[src/rtl/pipe_pkg.sv]
`default_nettype none
// ----------------------------------------------------------------------------
// pipe_pkg : shared types and defaults for the EXE/MEM pipeline stage
// Rev 1.0
// ----------------------------------------------------------------------------
package pipe_pkg;

    localparam int unsigned DW_DEFAULT = 32;
    localparam int unsigned RW_DEFAULT = 5;

    typedef struct packed {
        logic wreg;
        logic m2reg;
        logic wmem;
    } em_ctrl_t;

    typedef enum logic [1:0] {
        EMPTY = 2'd0,
        FULL  = 2'd1,
        SKID  = 2'd2
    } stage_st_e;

endpackage
`default_nettype wire

[src/rtl/pipe_slot.sv]
`default_nettype none
// ----------------------------------------------------------------------------
// pipe_slot : one pipeline entry (control, ALU result, store data, dest reg)
// Rev 1.0
// ----------------------------------------------------------------------------
module pipe_slot
    import pipe_pkg::*;
#(
    parameter int unsigned DW = DW_DEFAULT,
    parameter int unsigned RW = RW_DEFAULT
) (
    input  logic          clock,
    input  logic          resetn,
    input  logic          load_i,
    input  logic          clear_i,
    input  logic          valid_i,
    input  em_ctrl_t      ctrl_i,
    input  logic [DW-1:0] alu_i,
    input  logic [DW-1:0] b_i,
    input  logic [RW-1:0] rn_i,
    output logic          valid_o,
    output em_ctrl_t      ctrl_o,
    output logic [DW-1:0] alu_o,
    output logic [DW-1:0] b_o,
    output logic [RW-1:0] rn_o
);

    logic          valid_q;
    em_ctrl_t      ctrl_q;
    logic [DW-1:0] alu_q;
    logic [DW-1:0] b_q;
    logic [RW-1:0] rn_q;

    // Clear kills only valid and control; data is left stale on purpose.
    always_ff @(posedge clock or negedge resetn) begin
        if (!resetn) begin
            valid_q <= 1'b0;
            ctrl_q  <= '0;
            alu_q   <= '0;
            b_q     <= '0;
            rn_q    <= '0;
        end else if (clear_i) begin
            valid_q <= 1'b0;
            ctrl_q  <= '0;
        end else if (load_i) begin
            valid_q <= valid_i;
            ctrl_q  <= ctrl_i & {3{valid_i}};
            alu_q   <= alu_i;
            b_q     <= b_i;
            rn_q    <= rn_i;
        end
    end

    assign valid_o = valid_q;
    assign ctrl_o  = ctrl_q;
    assign alu_o   = alu_q;
    assign b_o     = b_q;
    assign rn_o    = rn_q;

endmodule
`default_nettype wire

[src/rtl/pipe_em_stage.sv]
`default_nettype none
// ----------------------------------------------------------------------------
// pipe_em_stage : EXE/MEM stage with valid/ready handshake, flush and skid slot
// Rev 1.0
// ----------------------------------------------------------------------------
module pipe_em_stage
    import pipe_pkg::*;
#(
    parameter int unsigned DW      = DW_DEFAULT,
    parameter int unsigned RW      = RW_DEFAULT,
    parameter bit          SKID_EN = 1'b1
) (
    input  logic          clock,
    input  logic          resetn,
    input  logic          flush,
    input  logic          e_valid,
    output logic          e_ready,
    input  logic          ewreg,
    input  logic          em2reg,
    input  logic          ewmem,
    input  logic [DW-1:0] eAlu,
    input  logic [DW-1:0] eb,
    input  logic [RW-1:0] ern,
    output logic          m_valid,
    input  logic          m_ready,
    output logic          mwreg,
    output logic          mm2reg,
    output logic          mwmem,
    output logic [DW-1:0] mAlu,
    output logic [DW-1:0] mB,
    output logic [RW-1:0] mrn
);

    stage_st_e     state_q, state_d;
    logic          w_in, w_out;
    logic          main_load, main_from_skid, main_clr, skid_load, skid_clr;

    em_ctrl_t      e_ctrl, skid_ctrl, main_ctrl, mux_ctrl;
    logic          skid_valid, main_valid, mux_valid;
    logic [DW-1:0] skid_alu, skid_b, mux_alu, mux_b;
    logic [RW-1:0] skid_rn, mux_rn;

    assign e_ctrl = {ewreg, em2reg, ewmem};
    assign w_in   = e_valid & e_ready;
    assign w_out  = m_valid & m_ready;

    always_comb begin
        state_d        = state_q;
        main_load      = 1'b0;
        main_from_skid = 1'b0;
        main_clr       = 1'b0;
        skid_load      = 1'b0;
        skid_clr       = 1'b0;
        if (flush) begin
            state_d  = EMPTY;
            main_clr = 1'b1;
            skid_clr = 1'b1;
        end else begin
            case (state_q)
                EMPTY: begin
                    if (w_in) begin
                        state_d   = FULL;
                        main_load = 1'b1;
                    end
                end
                FULL: begin
                    if (w_in && w_out) begin
                        main_load = 1'b1;
                    end else if (w_in && SKID_EN) begin
                        state_d   = SKID;
                        skid_load = 1'b1;
                    end else if (w_out) begin
                        state_d  = EMPTY;
                        main_clr = 1'b1;
                    end
                end
                SKID: begin
                    // Skid holds the younger beat; it moves up as main drains.
                    if (w_out) begin
                        state_d        = FULL;
                        main_load      = 1'b1;
                        main_from_skid = 1'b1;
                        skid_clr       = 1'b1;
                    end
                end
                default: state_d = EMPTY;
            endcase
        end
    end

    always_ff @(posedge clock or negedge resetn) begin
        if (!resetn) begin
            state_q <= EMPTY;
        end else begin
            state_q <= state_d;
        end
    end

    generate
        if (SKID_EN) begin : g_skid_ready
            logic e_ready_q;
            always_ff @(posedge clock or negedge resetn) begin
                if (!resetn) begin
                    e_ready_q <= 1'b1;
                end else begin
                    e_ready_q <= (state_d != SKID);
                end
            end
            assign e_ready = e_ready_q;
        end else begin : g_comb_ready
            assign e_ready = (state_q == EMPTY) | m_ready;
        end
    endgenerate

    assign mux_valid = main_from_skid ? skid_valid : e_valid;
    assign mux_ctrl  = main_from_skid ? skid_ctrl  : e_ctrl;
    assign mux_alu   = main_from_skid ? skid_alu   : eAlu;
    assign mux_b     = main_from_skid ? skid_b     : eb;
    assign mux_rn    = main_from_skid ? skid_rn    : ern;

    pipe_slot #(.DW(DW), .RW(RW)) u_skid (
        .clock   (clock),
        .resetn  (resetn),
        .load_i  (skid_load),
        .clear_i (skid_clr),
        .valid_i (e_valid),
        .ctrl_i  (e_ctrl),
        .alu_i   (eAlu),
        .b_i     (eb),
        .rn_i    (ern),
        .valid_o (skid_valid),
        .ctrl_o  (skid_ctrl),
        .alu_o   (skid_alu),
        .b_o     (skid_b),
        .rn_o    (skid_rn)
    );

    pipe_slot #(.DW(DW), .RW(RW)) u_main (
        .clock   (clock),
        .resetn  (resetn),
        .load_i  (main_load),
        .clear_i (main_clr),
        .valid_i (mux_valid),
        .ctrl_i  (mux_ctrl),
        .alu_i   (mux_alu),
        .b_i     (mux_b),
        .rn_i    (mux_rn),
        .valid_o (main_valid),
        .ctrl_o  (main_ctrl),
        .alu_o   (mAlu),
        .b_o     (mB),
        .rn_o    (mrn)
    );

    assign m_valid = main_valid;
    assign mwreg   = main_ctrl.wreg;
    assign mm2reg  = main_ctrl.m2reg;
    assign mwmem   = main_ctrl.wmem;

endmodule
`default_nettype wire

[config.mk]
export PLATFORM = sky130hd
export DESIGN_NAME = pipe_em_stage
export DESIGN_NICKNAME = d
export VERILOG_FILES = /design/src/rtl/pipe_pkg.sv /design/src/rtl/pipe_slot.sv /design/src/rtl/pipe_em_stage.sv
export SDC_FILE = /design/constraint.sdc
export NUM_CORES = 1
export LEC_CHECK = 0
export ABC_AREA = 0
export CAP_MARGIN = 15
export CORE_ASPECT_RATIO = 0.5
export CORE_MARGIN = 2
export CORE_UTILIZATION = 50
export DETAILED_ROUTE_END_ITERATION = 10
export PLACE_DENSITY = 0.88
export RECOVER_POWER = 25
export SLEW_MARGIN = 20
export SYNTH_ARGS = -nofsm -noshare
export SYNTH_HDL_FRONTEND = slang
export SYNTH_HIERARCHICAL = 1
export SYNTH_SLANG_ARGS = --single-unit
[constraint.sdc]
create_clock -name clock -period 5.8 [get_ports clock]
set_clock_uncertainty 0.05 [all_clocks]
set_input_delay 1.45 -clock clock [delete_from_list [all_inputs] [get_ports clock]]
set_output_delay 1.45 -clock clock [all_outputs]
set_load 0.05 [all_outputs]
[Word level (Yosys, flattened, before mapping)]
Cells that the tools add are included.
Word-level totals
  register bits after elaboration: 149
  input bits: 77
Cells by class
  reduce and logical (&&, ||, !) cells: 6
  bitwise gates (word level): 6
  equality and inequality tests: 3
  mux-type cells: 35
Operators with widths (number)
  $mux W32: 2
  $mux W1: 19
  $mux W3: 5
  $mux W2: 6
  $and A3 B3 Y3: 2
  $pmux W2 S3: 1
  $mux W5: 1
  $reduce_and A2 Y1: 2
  $reduce_bool A2 Y1: 2
  $pmux W1 S3: 1
  $and A1 B1 Y1: 2
  $eq A2 B1 Y1 const B: 1
  $eq A2 B2 Y1 const B: 1
  $logic_not A2 Y1: 1
  $ne A2 B2 Y1 const B: 1
  $not A1 Y1: 2
  $logic_and A1 B1 Y1: 1

[Longest topological paths before layout]
  depth after elaboration: 8
  mapped depth: 8
  gate-level depth less buffers: 5

[Modules after synthesis]
The synthesis kept the hierarchy.
By module, submodules not included
  pipe_slot: instances 2, seq. area each 1826.8 um^2, area each 2798.9 um^2, cells an instance 160
  pipe_em_stage: instances 1, seq. area each 76.3 um^2, area each 1465.2 um^2, cells an instance 104

[Worst setup path after synthesis]
No wires, ideal clock.
  path kind: input -> register
  from: in e_valid
  to: reg u_skid.alu_q[15], in the netlist u_skid/alu_o[15]
  buffers on the path: 3
  stages: 8
  library setup time: 0.125 ns
  arrival: 3.065 ns
  path slack: 2.560 ns
  path through: and3b_2 nand2_1 nor3_1 nor2b_4 buf_6 buf_8 buf_12 mux2_4
On the way
  longest elaborated chain between the ends: 6
  elaborated cells on any way between the ends: 7
  classes of those cells: mux: 4; bitwise: 1; reduce/logical: 2
RTL lines
  from (decl): RTL line pipe_em_stage.sv:16  | input logic e_valid,
  $and A1 B1 Y1 (*): RTL line pipe_em_stage.sv:44  | assign w_in = e_valid & e_ready;
  $mux W1 or $logic_and A1 B1 Y1 (tied branches): RTL line pipe_em_stage.sv:69, pipe_em_stage.sv:67
  $mux W1 (*): RTL line pipe_em_stage.sv:67  | if (w_in && w_out) begin
  $mux W1 (*): RTL line pipe_em_stage.sv:59  | case (state_q)
  $mux W1 (*): RTL line pipe_em_stage.sv:54  | if (flush) begin
  via skid_load: RTL line pipe_em_stage.sv:36  | logic main_load, main_from_skid, main_clr, skid_load, skid_clr;
  $reduce_and A2 Y1 (no source line) (*)
  to (signal assigned): RTL line pipe_slot.sv:48  | alu_q <= alu_i;
  to (decl): RTL line pipe_slot.sv:30  | logic [DW-1:0] alu_q;
The timed path passes the listed nets; every way through them passes the cells marked *.
A chain may end at the register's enable or synchronous reset.

[Worst setup path in the final report]
  from: in m_ready
  to: reg u_main.b_q[11], in the netlist u_main/b_o[11]
On the way
  elaborated cells on any way between the ends: 15
  classes of those cells: mux: 11; bitwise: 2; reduce/logical: 2
RTL lines
  from (decl): RTL line pipe_em_stage.sv:25  | input logic m_ready,
  $and A1 B1 Y1 (*): RTL line pipe_em_stage.sv:45  | assign w_out = m_valid & m_ready;
  $logic_and A1 B1 Y1: RTL line pipe_em_stage.sv:67
  $mux W1: RTL line pipe_em_stage.sv:67
  $pmux W1 S3 (*): RTL line pipe_em_stage.sv:59
  $mux W1 (*): RTL line pipe_em_stage.sv:54
  via main_load: RTL line pipe_em_stage.sv:36
  $reduce_and A2 Y1 (no source line) (*)
  to (signal assigned): RTL line pipe_slot.sv:49  | b_q <= b_i;
  to (decl): RTL line pipe_slot.sv:31  | logic [DW-1:0] b_q;
Marked as above.

==> impl.org <==
** GRT
- Remaining global-route overflow :: 0
- Largest net degree at the start of global routing :: roughly 110
- Global routing usage on met2 :: about a third
- The via count of the first global-routing pass came to between 4000 and 5000.
- Across every metal layer, demand over resource in global routing totals 19.0%.
- Met3 Track Usage GR :: roughly 3.4%
- The first global-routing pass estimated around 22000 um of wire.
- GR met1 Demand/Resource :: a little under a quarter
- Initial antenna violation count :: 0
- The global routing stage identified its most utilized layer as met2.

** Die
- Total I/O pin count :: approximately 150
- The initialized floorplan defines 30 standard-cell rows.
- Die Span Y :: about 88 um
- The die is 172 um wide.
- Effective utilization at floorplan :: a little over 50%
- Die outline area :: ~15000 sq um
- In this run the standard cell core region covers around 14000 sq um.

** Setup path
- Crit-path leading delay family :: buffers and inverters
- Of all nets on the critical path, the largest fanout is 25.
- Buffers plus inverters on the worst setup path :: 2
- The setup path with the least slack is of type input pin to flop.
- The number of cells on the worst reg-to-reg path is 6.
- The largest individual stage delay along the critical path comes from the cell nor2b_4.
- In this design, the stage delay of the slowest critical-path cell is about 0.60 ns.
- Type of destination of the critical path :: flop
- Traced cell by cell, the critical path runs through clkdlybuf4s50_1 -> and2_1 -> o21ai_0 -> a21oi_1 -> nor2b_4 -> buf_4 -> mux2_2.
- The worst setup path is launched from an input pin.
- The critical path runs through a total of 7 cells.
- Data on the critical path arrives at its endpoint at 4.28 ns.
- For the worst setup path, the data required time is 6.03 ns.

** Finish
- Highest-count cells in the layout ignoring fill and taps :: clkdlybuf4s50_1, dfrtp_1, mux2_2, mux2_4, clkbuf_16
- Fill cell instance count of the final layout :: 950
- Most common cell after layout, fill and taps aside :: clkdlybuf4s50_1
- Utilization of the core after routing :: about two thirds
- 0 antenna diodes ended up in the layout.
- Count of nets after finishing :: 652
- Compared with the post-synthesis result, the final layout area differs by 30.8%.
- Layout cells sized above 1 :: a little over two fifths

** STA
- The hold violation total from the final report came to 0.
- At the pin with the least slew margin, the transition time is between 2 and 3 ns.
- The final number of max-transition violations was about 110.
- Highest achievable clock rate :: approximately 0.25 GHz
- Setup TNS :: 0 ns
- Min Clock Period, post-route :: roughly 4.1 ns
- Setup violations remaining at the end of the flow were counted as 0.
- After layout, the worst setup slack is 1.75 ns.
- Setup repair after global routing missed its margin :: false
- Tightest slew margin relative to the limit :: -86.0%
- Dividing the final minimum period by the clock period gives 69.8%.

** Drt
- Drt pass-1 iters :: 4
- Post-DR vias/cell :: between 5 and 6
- For this run, design rule violations remaining after detail routing come to 0.
- Drt initial violations :: around 120
- Total via count after detailed routing :: 4013
- WL per Instance :: between 15 and 20 um
- The detail route stage leaves a number of antenna-violating nets equal to 0.
- DRT Wirelength :: 13800 um

** Pwr
- Leakage dissipation :: between 4 and 5 nW
- Power spread over the standard cell area amounts to 457 nW/um^2.
- Largest voltage drop on the vdd net :: between 200 and 250 uV
- Total power for the finished layout comes to roughly 4.2 mW.

** Clocking
- No sink is reached through more buffers than the 2 on the longest clock path.
- The clock tree synthesis step divided the H-tree into 4 levels.
- Inserted Clock Buffers :: 17
- TritonCTS clock tree :: done
- The number of gates resized after CTS was 0.
- CTS Hold Buffers Added :: 0
- Once the clock tree was built, the setup fixing pass inserted 0 buffers.
- The clock reaches the later pin of the worst-skew pair after around 0.4 ns.
- Cell at the root of the clock tree :: clkbuf_16
- For this design, the sink count on the clock tree is roughly 150.
- Clock transition at the register clock pins on the worst setup and hold paths after CTS :: about 0.06 ns

** Place
- Number of buffer cells added on primary ports :: 150
- The congestion estimate from routability-driven global placement came to 0.826.
- OpenSTA, run right after detailed placement, puts the worst setup slack at about 1.3 ns.
- Sum of net half-perimeters after detailed placement :: roughly 9200 um

** Yosys
- The share of synthesized area in the top cell type comes to between 50% and 60%.
- The Yosys step of the flow raised 6 warnings.
- Gate Count Post-Synth :: 424
- Synthesis inferred between 100 and 150 register bits.
- After synthesis, the cell types taking the most area are dfrtp_1, mux2_2, mux2_4.
- Synthesized cell area :: 7060 sq um
- Distinct cell type count after synthesis :: 31
- Post-Synthesis Net Count :: around 500
- In this run the mean area of a mapped cell was between 15 and 20 sq um.
- Leading area contributor after synthesis :: dfrtp_1
- Of the synthesized area, sequential elements account for approximately 53%.

** Job
- Number of max-cap violations :: 1

** Run status
- Failing checks :: capacitance limit, slew limit
- Status :: complete, but fails checks

** Hold path
- Counting instances, the worst hold path has a depth of 1.
- The worst hold path belongs to the class flop to flop.
[worst paths after layout]
path	slack [ns]	endpoint	startpoint
worst max-delay path	1.75	u_main/b_o[11]	m_ready
worst min-delay path	0.45	u_skid/ctrl_o[1]	u_skid/ctrl_o[1]
worst max register to register	2.85	u_main/b_o[11]	u_main/valid_o
worst min register to register	0.45	u_skid/ctrl_o[1]	u_skid/ctrl_o[1]
max in group asynchronous	2.09	u_main/b_o[5]	resetn
min in group asynchronous	1.86	u_skid/b_o[19]	resetn
[per-stage QoR]
stage	instances	hold WS, ns	cell area, sq um
final	779	0.448	9240
after global routing	779	0.466	9240
after CTS	779	0.450	9240
after detailed placement	748	0.436	8560
after global placement	748	0.430	8560
after floorplan	424	0.416	7060
[cells in the mapped netlist]
| cell | n |
|---|---|
| inv_1 | 1 |
| nor2b_4 | 2 |
| a31oi_1 | 1 |
| nand2b_1 | 3 |
| mux2_4 | 90 |
| or3_1 | 1 |
| nand3_1 | 2 |
| or2b_1 | 1 |
| a32o_1 | 4 |
| nand2_1 | 3 |
| buf_8 | 2 |
| mux2i_1 | 2 |
| a21oi_1 | 3 |
| and2_1 | 1 |
| buf_6 | 2 |
| o31ai_1 | 1 |
| a211o_1 | 1 |
| dfrtp_1 | 148 |
| nand4b_4 | 1 |
| mux2_2 | 121 |
| nor2_1 | 4 |
| nor2b_1 | 3 |
| buf_12 | 9 |
| nor3_1 | 1 |
| buf_4 | 11 |
| a21bo_2 | 1 |
| a211oi_1 | 1 |
| o21ai_0 | 1 |
| and3b_2 | 1 |
| dfstp_2 | 1 |
| nor2_8 | 1 |
[report_power, final]
| group | total [mW] | switching, mW | internal (mW) |
|---|---|---|---|
| Clock | 1.26 | 0.408 | 0.852 |
| Combinational | 1.40 | 0.787 | 0.615 |
| Sequential | 1.55 | 0.186 | 1.37 |
| Total | 4.22 | 1.38 | 2.84 |
[kinds of logic (layout without fill, tap and decap cells)]
group / after synthesis / after routing / share of synthesized area, %
flops: 149 / 149 / 52.8
buf+inv: 25 / 188 / 4.52
simple gates: 24 / 24 / 2.55
mux: 213 / 213 / 38.7
compound gates: 13 / 13 / 1.42
[registers in the layout, indices dropped and copies added (netlist names)]
| register | count |
|---|---|
| u_main/alu_o | 32 |
| u_skid/alu_o | 32 |
| u_skid/valid_o | 1 |
| u_skid/ctrl_o | 3 |
| u_skid/b_o | 32 |
| state_q | 2 |
| u_main/rn_o | 5 |
| e_ready | 1 |
| u_main/valid_o | 1 |
| u_skid/rn_o | 5 |
| u_main/ctrl_o | 3 |
| u_main/b_o | 32 |
[layer usage]
| metal | up-vias | share of wire, % |
|---|---|---|
| met4 | 0 | 1.8 |
| met2 | 68 | 53 |
| met1 | 2090 | 42 |
| met3 | 24 | 2.5 |
| met5 | - | 0 |
| li1 | 1831 | - |
[area by class of cell]
| type | instances | area [sq um] | area share, % |
|---|---|---|---|
| sequential | 149 | 3730 | 40.4 |
| multi-input combinational | 250 | 3010 | 32.6 |
| timing repair buffer | 156 | 1570 | 17.0 |
| clock buffer | 23 | 488 | 5.28 |
| tap | 192 | 240 | 2.60 |
| clock inverter | 8 | 194 | 2.10 |
| inverter | 1 | 3.75 | 0.0406 |
Power figures use the tool's default switching activity.
